<file path="src/rtl/spi_device_rx.sv">
// SPI receiver: oversampled nCS/SCLK/SDI, MSB-first byte capture into a small valid/ready FIFO.
// Optional frame counter output enabled by defining SPI_DEVICE_RX_FRAMECNT_EN.
module spi_device_rx #(
    parameter int unsigned FIFO_DEPTH  = 4,
    parameter int unsigned SYNC_STAGES = 2
) (
    input  logic       clk_i,
    input  logic       rst_i,
    input  logic       nCS_i,
    input  logic       SCLK_i,
    input  logic       SDI_i,
    output logic [7:0] rx_data_o,
    output logic       rx_valid_o,
    input  logic       rx_ready_i,
    input  logic       clr_i,
    output logic       busy_o,
    output logic       overflow_o,
`ifdef SPI_DEVICE_RX_FRAMECNT_EN
    output logic [7:0] frame_cnt_o,
`endif
    output logic       frame_err_o
);
    localparam int unsigned AW = $clog2(FIFO_DEPTH);
    localparam logic [AW:0] PtrOne = 1;

    typedef enum logic [1:0] {StIdle, StShift, StAbort} state_e;

    logic [SYNC_STAGES-1:0] ncs_sync_q, sclk_sync_q, sdi_sync_q, fill_q;
    logic                   sclk_prev_q;
    logic                   ncs_s, sclk_s, sdi_s, sync_ok, sclk_rise;

    state_e      state_q;
    logic [2:0]  bit_cnt_q;
    logic [7:0]  shift_q;
    logic        armed_q, busy_q, overflow_q, frame_err_q, pushed_any_q;
    logic [7:0]  frame_cnt_q;

    logic [7:0]  mem_q [FIFO_DEPTH];
    logic [AW:0] wr_ptr_q, rd_ptr_q;
    logic        empty, full, pop, byte_done, push_ok;

    always_comb begin
        ncs_s     = ncs_sync_q[SYNC_STAGES-1];
        sclk_s    = sclk_sync_q[SYNC_STAGES-1];
        sdi_s     = sdi_sync_q[SYNC_STAGES-1];
        sync_ok   = fill_q[SYNC_STAGES-1];
        sclk_rise = sclk_s & ~sclk_prev_q;
        empty     = (wr_ptr_q == rd_ptr_q);
        full      = (wr_ptr_q[AW] != rd_ptr_q[AW]) && (wr_ptr_q[AW-1:0] == rd_ptr_q[AW-1:0]);
        pop       = ~empty & rx_ready_i;
        byte_done = (state_q == StShift) && !ncs_s && sclk_rise && (bit_cnt_q == 3'd7);
        push_ok   = byte_done && (!full || pop);
    end

    // fill_q marks when the chains hold real pin samples rather than reset values
    always_ff @(posedge clk_i or posedge rst_i) begin
        if (rst_i) begin
            ncs_sync_q  <= '1;
            sclk_sync_q <= '1;
            sdi_sync_q  <= '1;
            fill_q      <= '0;
            sclk_prev_q <= 1'b1;
        end else begin
            ncs_sync_q  <= {ncs_sync_q[SYNC_STAGES-2:0], nCS_i};
            sclk_sync_q <= {sclk_sync_q[SYNC_STAGES-2:0], SCLK_i};
            sdi_sync_q  <= {sdi_sync_q[SYNC_STAGES-2:0], SDI_i};
            fill_q      <= {fill_q[SYNC_STAGES-2:0], 1'b1};
            sclk_prev_q <= sclk_s;
        end
    end

    always_ff @(posedge clk_i or posedge rst_i) begin
        if (rst_i) begin
            for (int i = 0; i < FIFO_DEPTH; i++) mem_q[i] <= 8'h00;
            wr_ptr_q <= '0;
            rd_ptr_q <= '0;
        end else begin
            if (push_ok) begin
                mem_q[wr_ptr_q[AW-1:0]] <= {shift_q[6:0], sdi_s};
                wr_ptr_q <= wr_ptr_q + PtrOne;
            end
            if (pop) rd_ptr_q <= rd_ptr_q + PtrOne;
        end
    end

    always_ff @(posedge clk_i or posedge rst_i) begin
        if (rst_i) begin
            state_q      <= StIdle;
            bit_cnt_q    <= 3'd0;
            shift_q      <= 8'h00;
            armed_q      <= 1'b0;
            busy_q       <= 1'b0;
            overflow_q   <= 1'b0;
            frame_err_q  <= 1'b0;
            pushed_any_q <= 1'b0;
            frame_cnt_q  <= 8'h00;
        end else begin
            if (clr_i) begin
                overflow_q  <= 1'b0;
                frame_err_q <= 1'b0;
            end
            // Re-arm only after a real nCS high, so a frame caught mid-way by reset is skipped
            if (sync_ok && ncs_s) armed_q <= 1'b1;
            unique case (state_q)
                StIdle: begin
                    if (armed_q && sync_ok && !ncs_s) begin
                        state_q      <= StShift;
                        busy_q       <= 1'b1;
                        bit_cnt_q    <= 3'd0;
                        shift_q      <= 8'h00;
                        pushed_any_q <= 1'b0;
                    end
                end
                StShift: begin
                    if (ncs_s) begin
                        busy_q <= 1'b0;
                        if (bit_cnt_q == 3'd0) begin
                            state_q <= StIdle;
                            if (pushed_any_q) frame_cnt_q <= frame_cnt_q + 8'd1;
                        end else begin
                            state_q <= StAbort;
                        end
                    end else if (sclk_rise) begin
                        shift_q   <= {shift_q[6:0], sdi_s};
                        bit_cnt_q <= bit_cnt_q + 3'd1;
                        if (bit_cnt_q == 3'd7) begin
                            pushed_any_q <= 1'b1;
                            if (!push_ok) overflow_q <= 1'b1;
                        end
                    end
                end
                StAbort: begin
                    frame_err_q <= 1'b1;
                    bit_cnt_q   <= 3'd0;
                    shift_q     <= 8'h00;
                    state_q     <= StIdle;
                end
                default: state_q <= StIdle;
            endcase
        end
    end

    assign rx_data_o   = mem_q[rd_ptr_q[AW-1:0]];
    assign rx_valid_o  = ~empty;
    assign busy_o      = busy_q;
    assign overflow_o  = overflow_q;
    assign frame_err_o = frame_err_q;
`ifdef SPI_DEVICE_RX_FRAMECNT_EN
    assign frame_cnt_o = frame_cnt_q;
`else
    logic unused_frame_cnt;
    assign unused_frame_cnt = ^frame_cnt_q;
`endif
endmodule

</file>
<file path="config.mk">
export PLATFORM = sky130hd
export DESIGN_NAME = spi_device_rx
export DESIGN_NICKNAME = d
export VERILOG_FILES = /design/src/rtl/spi_device_rx.sv
export SDC_FILE = /design/constraint.sdc
export NUM_CORES = 1
export LEC_CHECK = 0
export CORE_MARGIN = 10
export CORE_UTILIZATION = 62
export CTS_CLUSTER_DIAMETER = 60
export DETAILED_ROUTE_END_ITERATION = 6
export GPL_TIMING_DRIVEN = 0
export PLACE_DENSITY = 0.83
export RECOVER_POWER = 25
export SLEW_MARGIN = 15
export SYNTH_ARGS = -nofsm -noshare
export SYNTH_HDL_FRONTEND = slang
export SYNTH_SLANG_ARGS = --single-unit
export TNS_END_PERCENT = 20
</file>
<file path="constraint.sdc">
create_clock -name clk_i -period 6.2 [get_ports clk_i]
set_input_delay 1.55 -clock clk_i [delete_from_list [all_inputs] [get_ports clk_i]]
set_output_delay 1.55 -clock clk_i [all_outputs]
set_load 0.01 [all_outputs]
</file>
==> summary.md <==
| Metric | Value |
|---|---|
| Initial Utilization | `64.04%` |
| Syn Inst Count | `174` |
| Number of vias per cell | `5.796` |
| Routability cong. | `0.7029` |
| Slew HR | `23.31%` |
| Critical Path Max Stage Delay | `0.48 ns` |
| Worst-margin pin slew | `1.149 ns` |
| Synth top area cells | `dfrtp_1 (50%), mux2_2 (10%), dfstp_2 (6.6%)` |
| Fin. max-slew vios | `0` |
| R2R setup slack | `4.03 ns` |
| Antenna diode count | `0` |
| Post-synthesis compound-gate area fraction | `5.481%` |
| Unrepaired setup endpoints after global routing | `false` |
| Post-DRT Antenna Nets | `0` |
| Reg2reg end | `bit_cnt_q[0]` |
| Reg2Reg Depth | `5` |
| CP max FO | `10` |
| Number of flops mapped to enable cells by yosys | `0` |
| Die area | `7620 um2` |
| Xor/xnor cell area share of the yosys netlist | `2.674%` |
| Finished Core Util | `around 74%` |
| Final hold violation count | `0` |
| CP Launch Type | `register` |
| Ys async rst share | `100.0%` |
| CP Class | `reg -> out` |
| LEAKAGE | `0.001564 uW` |
| Crit-path cells | `buf_4, xnor2_2, nand2_1, or2_2, clkdlybuf4s50_1` |
| Tmin final | `3.596 ns` |
| Cell Rows | `24` |
| CTS tree | `built` |
| Hold WS | `0.3557 ns` |
| Share of cells above drive strength 1 | `36.54%` |
| I/O Pins | `19` |
| Critical R2R Launch | `ncs_sync_q[1]` |
| Final #Nets | `219` |
| Num CTS Buffers | `9` |
| H-Tree Depth | `3` |
| Critical path arrival | `2.05 ns` |
| Gr ovfl total | `0` |
| IO Port Bufs | `18` |
| Mux cell area share after synthesis | `between 20% and 30%` |
| Post-Synth Adder-Cell Area | `~3.6%` |
| Worst VDD drop | `between 0.15 and 0.2 mV` |
| Fmax | `278.1 MHz` |
| Cell Area, Placed | `3073 um2` |
| Number of global-route vias before repair | `1,690` |
| WHS Path Cells | `0` |
| Post-synthesis instance area | `2808 um2` |
| Buf/Inv on CP | `2` |
| Synth-to-Final Area Change | `14.97%` |
| Yosys top cell by area | `dfrtp_1` |
| Yosys top cell area share | `between 40 and 50%` |
| Post-Syn Nets | `189` |
| Outcome | `finished, final reports clean` |
| Hold Path End | `sdi_sync_q[1]` |
| Hold crit path type | `reg -> reg` |
| TNS Setup | `0 ns` |
| CTS sink count | `63` |
| Worst-path clk slew | `roughly 0.07 ns` |
| Max_cap viols | `0` |
| Pwr/cell area | `283.0 nW/um2` |
| Placed wire-length estimate | `3459 um` |
| Mean Syn Cell Area | `between 15 and 20 um2` |
| Netlist cell types | `36` |
| Post-synthesis sequential area ratio | `56.46%` |
| Postcts setup bufs | `0` |
| Fin crit share | `58.00%` |
| Post-synthesis simple-gate area fraction | `6.462%` |
| WL/cell | `18.86 um` |
| First-pass GRT wire length | `8514 um` |
| CP required | `4.65 ns` |
| Via count | `between 1,500 and 2,000` |
| Initial antenna violation count | `0` |
| Crit-path slowest cell | `clkdlybuf4s50_1` |
| Clock buffer depth | `2` |
| Gr usage total | `between 10% and 20%` |
| DR pass1 iterations | `4` |
| Post-Route WL | `4903 um` |
| Hold_sp | `sdi_sync_q[0]` |
| Post-cts resize count | `0` |
| Hold-fix buffers at CTS | `0` |
| Setup crit end kind | `primary output` |
| Final instance area | `3228 um2` |
| CTS root buf | `clkbuf_8` |
| Largest net degree at the start of global routing | `34` |
| Yosys reg bits | `63` |
| CP delay by family, top | `buffers and inverters` |
| Fin Clk Skew | `0.01010 ns` |
| # DRC | `0` |
| Vert. Die Dim | `87.30 um` |
| Main combinational cell family by area after synthesis | `multiplexers` |
| Synth warn | `0` |
| Drt first-iter violations | `around 110` |
| Final setup violation count | `0` |
| Worst-Skew Late Latency | `0.33 ns` |
| Width of the die | `roughly 87 um` |
| Ys flop type | `dfrtp_1` |
| Core area | `roughly 4400 um2` |
-- area by class of cell --
cell class / count / area [um2]
inverters: 10 / 37.54
repair buffers: 19 / 200.2
clock buffers: 12 / 155.1
multi-input cells: 96 / 1131
plain buffers: 5 / 35.03
clock inverters: 3 / 18.77
flip-flops and latches: 63 / 1585
fillers: 260 / 1156
well taps: 52 / 65.06
-- worst max path at each step --
stage | from | end | slack [ns] | depth (start not counted)
after floorplan | rst_i | armed_q | 3.09 | 1
after global placement | rst_i | mem_q[31] | 2.24 | 2
after detailed placement | rd_ptr_q[1] | rx_valid_o | 2.95 | 5
after CTS | rd_ptr_q[1] | rx_valid_o | 2.58 | 5
after global routing | rd_ptr_q[1] | rx_valid_o | 2.51 | 5
final | rd_ptr_q[1] | rx_valid_o | 2.60 | 5
-- per-layer routing --
layer | vias up | GRT usage [%] | share of wire, %
met5 | - | 0 | 0
met4 | 0 | 7.391 | 2.2
met3 | 11 | 3.652 | 3.1
met2 | 21 | 24.14 | 51
met1 | 777 | 17.37 | 44
li1 | 698 | - | -
-- registers in the layout, indices dropped and copies added, names as in the netlist, 2 cells and up --
register     flops
mem_q           32
shift_q          7
bit_cnt_q        3
rd_ptr_q         3
wr_ptr_q         3
fill_q           2
ncs_sync_q       2
sclk_sync_q      2
sdi_sync_q       2
state_q          2
-- cells by family (layout without fill, tap and decap cells) --
group / count (synthesis) / in the layout
buf+inv: 15 / 49
simple gates: 17 / 17
other cells: 1 / 1
fa+ha+maj: 8 / 8
xor+xnor: 6 / 6
compound gates: 21 / 21
flops: 63 / 63
mux: 43 / 43
-- Yosys cell counts, types with 4 or more instances --
library cell and instances:
ha_1 8, a22o_1 9, mux2_4 9, dfrtp_1 56, mux2_2 26, nand4_4 4
mux4_2 5, inv_1 10, dfstp_2 7
-- per-stage QoR --
step                      total power [uW]  setup slack (ns)  std cells
final                                913.4             2.604        260
after global routing                 956.6             2.514        260
after CTS                            920.9             2.583        260
after detailed placement             615.9             2.952        245
after global placement               606.4             2.244        244
after floorplan                      570.3             3.092        174
-- power by group --
part / total, uW / leakage [uW] / internal (uW) / switching [uW]
Sequential: 446 / 0.000828 / 431 / 15.2
Clock: 309 / 0.0000922 / 164 / 145
Combinational: 159 / 0.000643 / 74.4 / 84.7
Total: 913 / 0.00156 / 669 / 245
-- placed cells by master, fill, tap and decap left out, types with 2 or more instances in the layout --
master | Yosys | layout
mux2_4 | 9 | 9
nor2_1 | 2 | 3
dlygate4sd3_1 | 0 | 5
buf_4 | 2 | 2
dfrtp_1 | 56 | 56
mux4_1 | 3 | 3
o22ai_1 | 2 | 2
xnor2_2 | 2 | 2
o21ai_0 | 3 | 3
clkinv_2 | 0 | 2
inv_1 | 10 | 10
ha_1 | 8 | 8
clkbuf_8 | 0 | 11
mux4_2 | 5 | 5
a21oi_1 | 2 | 2
nand4_4 | 4 | 4
dfstp_2 | 7 | 6
mux2_2 | 26 | 26
clkbuf_1 | 0 | 2
clkdlybuf4s50_1 | 0 | 13
xnor2_1 | 3 | 3
nand2_1 | 3 | 3
a22o_1 | 9 | 9
Power figures use the tool's default switching activity.
